<file path="src/rtl/alu_seq.sv">
`default_nettype none
// ----------------------------------------------------------------------------
// alu_seq : handshaked sequential ALU with an iterative signed multiply
// Rev 1.0
// ----------------------------------------------------------------------------
module alu_seq #(
  parameter int BUS_LEN   = 8,
  parameter int SHAMT_LEN = $clog2(BUS_LEN)
) (
  input  logic               clk,
  input  logic               rst_n,
  input  logic               in_valid,
  output logic               in_ready,
  input  logic [BUS_LEN-1:0] A,
  input  logic [BUS_LEN-1:0] B,
  input  logic [5:0]         opcode,
  output logic               out_valid,
  input  logic               out_ready,
  output logic [BUS_LEN-1:0] out,
  output logic [BUS_LEN-1:0] out_hi,
  output logic [3:0]         flags,
  output logic               err
);

  localparam logic [5:0] OP_ADD  = 6'b100000;
  localparam logic [5:0] OP_SUB  = 6'b100010;
  localparam logic [5:0] OP_AND  = 6'b100100;
  localparam logic [5:0] OP_OR   = 6'b100101;
  localparam logic [5:0] OP_XOR  = 6'b100110;
  localparam logic [5:0] OP_NOR  = 6'b100111;
  localparam logic [5:0] OP_SRA  = 6'b000011;
  localparam logic [5:0] OP_SRL  = 6'b000010;
  localparam logic [5:0] OP_SLL  = 6'b000000;
  localparam logic [5:0] OP_SLT  = 6'b101010;
  localparam logic [5:0] OP_MULT = 6'b011000;

  localparam int                 MSB      = BUS_LEN - 1;
  localparam int                 CNT_W    = $clog2(BUS_LEN);
  localparam logic [BUS_LEN-1:0] LEN_W    = BUS_LEN'(BUS_LEN);
  localparam logic [CNT_W-1:0]   LAST_CNT = CNT_W'(BUS_LEN - 1);

  typedef enum logic [1:0] {
    IDLE = 2'd0,
    MUL  = 2'd1,
    DONE = 2'd2
  } state_t;

  state_t state, state_nxt;

  logic                   accept;
  logic                   is_mult;
  logic                   last_iter;
  logic [CNT_W-1:0]       cnt;
  logic [2*BUS_LEN-1:0]   acc;
  logic [2*BUS_LEN-1:0]   mcand;
  logic [BUS_LEN-1:0]     mplier;
  logic [2*BUS_LEN-1:0]   partial;
  logic [2*BUS_LEN-1:0]   acc_nxt;

  logic [BUS_LEN:0]       add_ext;
  logic [BUS_LEN-1:0]     diff;
  logic [SHAMT_LEN-1:0]   sra_amt;
  logic [BUS_LEN-1:0]     alu_res;
  logic                   alu_ovf;
  logic                   alu_carry;
  logic                   alu_err;
  logic [3:0]             alu_flags;

  assign in_ready  = (state == IDLE) || ((state == DONE) && out_ready);
  assign out_valid = (state == DONE);
  assign accept    = in_valid && in_ready;
  assign is_mult   = (opcode == OP_MULT);
  assign last_iter = (state == MUL) && (cnt == LAST_CNT);

  always_ff @(posedge clk or negedge rst_n) begin
    if (!rst_n) state <= IDLE;
    else        state <= state_nxt;
  end

  always_comb begin
    state_nxt = state;
    case (state)
      IDLE: if (accept) state_nxt = is_mult ? MUL : DONE;
      MUL:  if (last_iter) state_nxt = DONE;
      DONE: begin
        if (accept)         state_nxt = is_mult ? MUL : DONE;
        else if (out_ready) state_nxt = IDLE;
      end
      default: state_nxt = IDLE;
    endcase
  end

  assign add_ext = {1'b0, A} + {1'b0, B};
  assign diff    = A - B;
  assign sra_amt = SHAMT_LEN'(B % LEN_W);

  always_comb begin
    alu_res   = '0;
    alu_ovf   = 1'b0;
    alu_carry = 1'b0;
    alu_err   = 1'b0;
    case (opcode)
      OP_ADD: begin
        alu_res   = add_ext[BUS_LEN-1:0];
        alu_carry = add_ext[BUS_LEN];
        alu_ovf   = (A[MSB] == B[MSB]) && (add_ext[MSB] != A[MSB]);
      end
      OP_SUB: begin
        alu_res   = diff;
        alu_carry = (A < B);
        alu_ovf   = (A[MSB] != B[MSB]) && (diff[MSB] != A[MSB]);
      end
      OP_AND:  alu_res = A & B;
      OP_OR:   alu_res = A | B;
      OP_XOR:  alu_res = A ^ B;
      OP_NOR:  alu_res = ~(A | B);
      OP_SRA:  alu_res = $signed(A) >>> sra_amt;
      OP_SRL:  alu_res = (B >= LEN_W) ? '0 : (A >> B);
      OP_SLL:  alu_res = (B >= LEN_W) ? '0 : (A << B);
      OP_SLT:  alu_res = {{(BUS_LEN-1){1'b0}}, ($signed(A) < $signed(B))};
      OP_MULT: alu_res = '0;
      default: alu_err = 1'b1;
    endcase
    // Unrecognised opcodes report all-zero flags, including zero.
    alu_flags = alu_err ? 4'b0000
                        : {alu_ovf, alu_carry, alu_res[MSB], (alu_res == '0)};
  end

  // Shift-add over B's bits; the MSB carries negative weight, so the last step subtracts.
  assign partial = mplier[0] ? mcand : '0;
  assign acc_nxt = (cnt == LAST_CNT) ? (acc - partial) : (acc + partial);

  always_ff @(posedge clk or negedge rst_n) begin
    if (!rst_n) begin
      out    <= '0;
      out_hi <= '0;
      flags  <= '0;
      err    <= 1'b0;
      cnt    <= '0;
      acc    <= '0;
      mcand  <= '0;
      mplier <= '0;
    end else if (accept) begin
      if (is_mult) begin
        acc    <= '0;
        mcand  <= {{BUS_LEN{A[MSB]}}, A};
        mplier <= B;
        cnt    <= '0;
      end else begin
        out    <= alu_res;
        out_hi <= '0;
        flags  <= alu_flags;
        err    <= alu_err;
      end
    end else if (state == MUL) begin
      acc    <= acc_nxt;
      mcand  <= mcand << 1;
      mplier <= mplier >> 1;
      cnt    <= cnt + CNT_W'(1);
      if (last_iter) begin
        out    <= acc_nxt[BUS_LEN-1:0];
        out_hi <= acc_nxt[2*BUS_LEN-1:BUS_LEN];
        flags  <= {2'b00, acc_nxt[2*BUS_LEN-1], (acc_nxt == '0)};
        err    <= 1'b0;
      end
    end
  end

endmodule
`default_nettype wire

</file>
<file path="config.mk">
export PLATFORM = sky130hd
export DESIGN_NAME = alu_seq
export DESIGN_NICKNAME = d
export VERILOG_FILES = /design/src/rtl/alu_seq.sv
export SDC_FILE = /design/constraint.sdc
export NUM_CORES = 1
export LEC_CHECK = 0
export BUFFER_PORTS_ARGS = -buffer_cell sky130_fd_sc_hd__buf_2
export CAP_MARGIN = 5
export CORE_UTILIZATION = 39
export DETAILED_ROUTE_END_ITERATION = 8
export PLACE_DENSITY_LB_ADDON = 0.1
export SYNTH_ARGS = -nofsm -noshare
export SYNTH_HDL_FRONTEND = slang
export SYNTH_SLANG_ARGS = --single-unit
</file>
<file path="constraint.sdc">
create_clock -name clk -period 6.25 [get_ports clk]
set_clock_uncertainty 0.2 [all_clocks]
set_input_delay 0.9375 -clock clk [delete_from_list [all_inputs] [get_ports clk]]
set_output_delay 0.9375 -clock clk [all_outputs]
set_load 0.03 [all_outputs]
</file>
==> results.md, run 1 <==
- Die area: 15800 sq um
- I/O pin count: 49
- RR Startpoint: cnt[0]
- Yosys top cell by area: dfrtp_1
- Layout area overhead: 9.81%
- Multi-input gate area: 3970 sq um
- Met2 usage: 0.360
- Initial Util: 0.405
- Fraction of layout cells with a size suffix above 1: 0.129
- Net Sw Power: 0.000891 W
- Total Routed Length: 18.4 mm
- CTS Hold Bufs: 0
- Switch share: 0.435
- Setup TNS after final layout: 0 ps
- Largest net degree at the start of global routing: 67
- WL/cell: 19.4 um
- CTS clk-pin slew, worst paths: 60 ps
- Post-Place Cells: 933
- CTS H-tree depth: 3
- Share of power burned in the clock network: 0.233
- NumNets Final: 831
- Die H: 126 um
- Pins Over Slew Limit: 0
- Met3 GRT Util: 0.0450
- Routability cong.: 0.901
- GR peak layer: met2
- Status: completed
- Synth Area per Inst: 8.08 sq um
- Clock buffer depth: 2
- Post CTS Setup Buffer Count: 0
- Fin crit period: 4250 ps
- Grt total ovfl: 0
- Post-Syn Area: 5970 sq um
- CP max FO: 26
- Post-Layout Cell Count: 949
- Initial antenna violation count: 0
- First-pass GRT wire length: 29.7 mm
- Cells after Synth: 739
- Hold Crit Class: reg -> reg
- Slew HR: 0.179
- ANT cells: 0
- Met1 Usage GRT: 0.355
- P_leak: 2.83 nW
- PD cells: 312 nW/um^2
- Post-synth top cells: 99 x nand2_1, 66 x dfrtp_1, 61 x o21ai_0, 59 x nor2_1, 49 x a21oi_1
- RSZ-0062 raised after global routing: false
- Slew of the pin with the lowest slew margin: 1230 ps
- Seq pwr share: 0.287
- Die span in x: 126 um
- Storage element area: 1650 sq um
- CTS Sinks: 66
- Clock root cell: clkbuf_16
- Worst setup SP type: flip-flop
- Routed vias: 5692
- Post-CTS sizing: 0
- CTS tree: done
- Hold_sp: err
- Final setup fails: 0
- Post-synthesis cell type count: 71
- Top-count cell post-synth: nand2_1
- CP Class: reg -> reg
- Async SR Flop Fraction: 1.00
- P_int: 0.00115 W
- Yosys warning count: 0
- Hold Vio Cnt, Final: 0
- Total GRT Usage: 0.242
- CP Data Arrival Time: 4290 ps
- Clk Latency, worst-skew pair: 350 ps
- Share of the synthesized area in the top cell type: 0.277
- Vias in the first global route: 5340
- Core Area: 14800 sq um
- Number of synthesized flops with an enable pin: 0
- Final period util: 0.680
- # DRC: 0
- First-pass iteration count of the detailed router: 6
- Drt initial violations: 422
- Maximum VDD drop: 0.000172 V
- CTS Buf Count: 9
- Vias/cell: 6.00
- DP Wirelength: 13.7 mm
- Crit. Startpoint: cnt[0]
- Synthesized Nets: 810
- Synth area leaders: dfrtp_1 28%, ha_1 8.8%, nand2_1 6.2%, o21ai_0 5.1%, a21oi_1 4.1%
- Comb power frac: 0.480
- F_max: 235 MHz
- # rows: 44
- Seq/Total Area, Yosys: 0.277
- Synthesized flop and latch total: 66
- CP Capture Type: flip-flop
- IO Port Bufs: 48
- CP required: 6290 ps
- Max Cap Viol: 0
- Fill count: 1505
- Hold slack final: 277 ps
- Post-DRT Antenna Nets: 0
- Main synth FF type: dfrtp_1
power by group through the flow:
stage          clock network (W)  registers (W)  logic, W
3_3_place_gp                   0       0.000591  0.000955
6_report                0.000477       0.000586  0.000982
2_1_floorplan                  0       0.000591  0.000704
4_1_cts                 0.000488       0.000586  0.000978
3_5_place_dp                   0       0.000592  0.000973
5_1_grt                 0.000508       0.000600   0.00109
routing by layer:
layer,share of wire,vias to the layer above
li1,-,2738
met1,0.49,2732
met2,0.44,202
met3,0.059,20
met4,0.014,0
met5,0,-
flip-flops by register name (all words and copies together) (netlist names):
| register | cells |
|---|---|
| acc | 16 |
| cnt | 3 |
| err | 1 |
| flags | 4 |
| mcand | 16 |
| mplier | 8 |
| out | 8 |
| out_hi | 8 |
| state | 2 |
worst paths after layout:
| check | end | slack [ps] | cells past startpoint |
|---|---|---|---|
| worst max-delay path | flags[0] | 2000 | 13 |
| worst min-delay path | err | 280 | 2 |
| worst max register to register | flags[0] | 2000 | 13 |
| worst min register to register | err | 280 | 2 |
| max in group asynchronous | mplier[2] | 4700 | 2 |
| min in group asynchronous | out[7] | 570 | 2 |
metrics by stage:
| stage | instance area (sq um) | utilization | total power (W) | worst slack [ps] |
|---|---|---|---|---|
| 2_1_floorplan | 5970 | - | 0.00129 | 2480 |
| 3_3_place_gp | 6270 | 0.425 | 0.00155 | 1860 |
| 3_5_place_dp | 6270 | 0.425 | 0.00157 | 1830 |
| 4_1_cts | 6550 | 0.444 | 0.00205 | 2010 |
| 5_1_grt | 6550 | 0.444 | 0.00220 | 1680 |
| 6_report | 6550 | 0.444 | 0.00205 | 2000 |
critical path: stages, from the launching register on:
cell,delay [ps]
dfrtp_1,370
ha_1,170
ha_1,740
nor2_1,170
or2_2,370
o311ai_0,130
ha_1,310
a21oi_1,90
o21ai_0,460
nor3_1,130
a21oi_1,240
xor2_1,410
nor4_1,110
a31o_1,230
logic make-up (layout without fill, tap and decap cells):
logic type | after synthesis | in the layout | synth area share
buffers and inverters | 79 | 105 | 0.0587
flip-flops | 66 | 66 | 0.277
AO/OA/AOI/OAI | 230 | 230 | 0.248
AND/OR/NAND/NOR | 271 | 271 | 0.223
XOR/XNOR | 23 | 23 | 0.0350
multiplexers | 25 | 25 | 0.0608
adder cells (fa/ha/maj) | 45 | 45 | 0.0981
placed cells by master (no fill, tap or decap), types with 11 or more instances in the layout:
| cell type | Yosys | routed |
|---|---|---|
| a21oi_1 | 49 | 49 |
| a221oi_1 | 15 | 15 |
| buf_2 | 5 | 48 |
| dfrtp_1 | 66 | 66 |
| ha_1 | 42 | 42 |
| inv_1 | 35 | 35 |
| mux2i_1 | 16 | 16 |
| nand2_1 | 99 | 99 |
| nand3_1 | 22 | 22 |
| nor2_1 | 59 | 58 |
| nor2b_1 | 11 | 11 |
| nor3_1 | 19 | 18 |
| o21ai_0 | 61 | 61 |
| o22ai_1 | 22 | 22 |
| xor2_1 | 13 | 13 |
layout make-up:
cell class	instances	area share
multi-input cells	594	0.606
flip-flops and latches	66	0.252
repair buffers	54	0.0435
clock buffers	10	0.0365
well taps	184	0.0351
inverters	35	0.0200
clock inverters	6	0.00649
(Power assumes the default switching activity.)
==> run 2: changes to the inputs <==
--- a/config.mk
+++ b/config.mk
@@ -5,6 +5,7 @@
 export SDC_FILE = /design/constraint.sdc
 export NUM_CORES = 1
 export LEC_CHECK = 0
+export ABC_AREA = 1
 export BUFFER_PORTS_ARGS = -buffer_cell sky130_fd_sc_hd__buf_2
 export CAP_MARGIN = 5
 export CORE_UTILIZATION = 39
==> constraint.sdc (replaced) <==
create_clock -name clk -period 3.6 [get_ports clk]
set_clock_uncertainty 0.2 [all_clocks]
set_input_delay 0.54 -clock clk [delete_from_list [all_inputs] [get_ports clk]]
set_output_delay 0.54 -clock clk [all_outputs]
set_load 0.03 [all_outputs]
==> run 2 against run 1 <==
- clock-buffer cell count increased by 3
- worst setup slack got worse by 1700 ps
- via count up 13%
- synthesized cell count rose by 31%
==> results.md, run 2 <==
- Multiplexer area fraction after synthesis: 0
- Post-Synth Adder-Cell Area: 0.0941
- Cells after Synth: 968
- Slew HR: 0.531
- Synthesized Nets: 1039
- Largest net degree at the start of global routing: 67
- CTS Sinks: 66
- Die H: 128 um
- Post-Syn Area: 6230 sq um
- Synth area leaders: dfrtp_1 27%, nand2_1 18%, ha_1 8.4%, nand3_1 8.4%, nor2_1 5.9%
- Die area: 16500 sq um
- Total Routed Length: 19.8 mm
- Largest family of logic cells by synthesized area: simple AND/OR/NAND/NOR gates
- Post-synth top cells: 294 x nand2_1, 104 x nand3_1, 98 x nor2_1, 82 x inv_1, 66 x dfrtp_1
- CP Data Arrival Time: 3390 ps
- CTS clk-pin slew, worst paths: 60 ps
- Async SR Flop Fraction: 1.00
- Clk Latency, worst-skew pair: 350 ps
- Vias/cell: 5.23
- Crit. Startpoint: mplier[0]
- Synth Area per Inst: 6.43 sq um
- P_leak: 3.67 nW
- Die span in x: 128 um
- Area after DPL: 6680 sq um
- Initial Util: 0.405
- Hold Crit Class: in -> async
- Reg-to-reg slack, setup: 290 ps
- Seq/Total Area, Yosys: 0.265
- Clock root cell: clkbuf_16
- Simple-Gate Fraction of Synth Area: 0.395
- CTS tree: done
- CP Class: reg -> reg
- Post-Route Utilization: 0.464
- PD cells: 805 nW/um^2
- # DRC: 0
- Layout area overhead: 14.5%
- RR Startpoint: mplier[0]
- Initial antenna violation count: 0
- CP max FO: 13
- Slew of the pin with the lowest slew margin: 703 ps
- Post-Layout Cell Count: 1225
- Final setup fails: 0
- Worst setup SP type: flip-flop
- Synthesized flop and latch total: 66
- Reg-to-Reg End: flags[1]
- I/O pin count: 49
- DP Wirelength: 15.3 mm
- XOR/XNOR share of the synthesized area: 0.0380
- Main synth FF type: dfrtp_1
- IO Port Bufs: 48
- Clock buffer depth: 2
- Hold slack final: 9.59 ps
- Fraction of layout cells with a size suffix above 1: 0.149
- Top-count cell post-synth: nand2_1
- ANT cells: 0
- Synth Area in Compound Gates: 0.118
- Share of the synthesized area in the top cell type: 0.265
- Final instance area: 7130 sq um
- Yosys warning count: 0
- CTS Hold Bufs: 0
- Commonest non-fill, non-tap cell in the layout: nand2_1
- CTS Buf Count: 9
- Total power: 0.00574 W
- Post-DRT Antenna Nets: 0
- Number of synthesized flops with an enable pin: 0
- Post-Place Cells: 1209
- Hold Vio Cnt, Final: 0
- Most frequent cells in the layout: 289 x nand2_1, 104 x nand3_1, 94 x nor2_1
- Grt total ovfl: 0
- First-pass iteration count of the detailed router: 5
- Post-synthesis cell type count: 44
- F_max: 302 MHz
- Reg2Reg Depth: 19
- Yosys top cell by area: dfrtp_1
- First-pass GRT wire length: 32.1 mm
- Post CTS Setup Buffer Count: 0
- Worst Setup EP: flags[1]
- Final period util: 0.919
- Fin crit period: 3310 ps
- CTS H-tree depth: 3
- Fill count: 1660
- CP Capture Type: flip-flop
- Pins Over Slew Limit: 0
- CP required: 3680 ps
- Drt initial violations: 432
- Maximum VDD drop: 0.000359 V
- Vias in the first global route: 6023
- # rows: 45
- Status: completed
- Core Area: 15400 sq um
- WL/cell: 16.2 um
- Routability cong.: 0.910
- Max Cap Viol: 0
- Total GRT Usage: 0.255
- Top flop regs: acc x16, mcand x16
- Routed vias: 6408
- NumNets Final: 1080
==> run 2: changes by cell type after synthesis, moves of 18 or more <==
| cell | delta |
|---|---|
| o21ai_0 | -30 |
| inv_2 | +19 |
| clkbuf_1 | -22 |
| inv_1 | +47 |
| nor2_1 | +39 |
| o21ai_1 | +19 |
| nand3_1 | +82 |
| nand4_1 | +18 |
| nand2_1 | +195 |
==> run 2: critical path: stages (launching register included) <==
cell	delay [ps]
dfrtp_2	460
buf_6	170
nand2_1	90
nand3_1	110
inv_2	70
nand4_1	120
a21oi_2	150
nand4_1	120
nand2_1	100
xor2_1	150
inv_1	90
ha_4	290
nand2_2	90
nor4_4	250
nand2_1	70
nand2_1	90
nand3_1	100
and2_1	210
or2_1	240
nand3_1	70
==> run 2: worst min-delay path by stage <==
stage                     to  slack, ps  cells after the start
CTS                  acc[15]         20                      2
finish               acc[13]         10                      2
global route         acc[15]         30                      2
floorplan             acc[0]         40                      0
global placement    flags[3]        260                      1
detailed placement    out[2]        270                      2
==> run 2: timing repair <==
action                                  4_1_cts  5_1_grt
endpoints found under the setup margin        0        7
hold endpoints to repair                      0        0
gates resized for setup                       0       32
==> run 2: layout make-up <==
class,count,area (sq um),area share
multi-input cells,767,4140,0.581
flip-flops and latches,66,1650,0.232
inverters,102,385,0.0541
repair buffers,63,369,0.0518
clock buffers,13,270,0.0379
well taps,211,264,0.0370
clock inverters,3,46.3,0.00650
==> run 2: report_power, final <==
part / switching [W] / internal [W] / total, W / leakage [nW]
logic: 0.00222 / 0.00141 / 0.00362 / 2.70
registers: 0.000199 / 0.000990 / 0.00119 / 0.812
clock network: 0.000331 / 0.000594 / 0.000925 / 0.152
total: 0.00275 / 0.00299 / 0.00574 / 3.67
==> run 2: stage by stage <==
step / TNS [ps] / setup WS (ps)
4_1_cts: 0 / 145
2_1_floorplan: 0 / 389
6_report: 0 / 292
3_3_place_gp: 0 / 194
5_1_grt: -36.1 / -36.1
3_5_place_dp: 0 / 153
==> run 2: cell families (layout without fill, tap and decap cells) <==
logic type / Yosys count / count (layout)
AO/OA/AOI/OAI: 130 / 130
XOR/XNOR: 27 / 27
adder cells (fa/ha/maj): 45 / 45
buffers and inverters: 135 / 181
flip-flops: 66 / 66
AND/OR/NAND/NOR: 565 / 565
==> run 2: layer usage <==
layer	track usage	routed length, um	part of all wire	vias up
met5	0	0	0	-
met4	0.134	906	0.046	0
met3	0.0337	767	0.039	39
met2	0.404	9030	0.46	154
met1	0.341	9100	0.46	2952
li1	-	-	-	3263
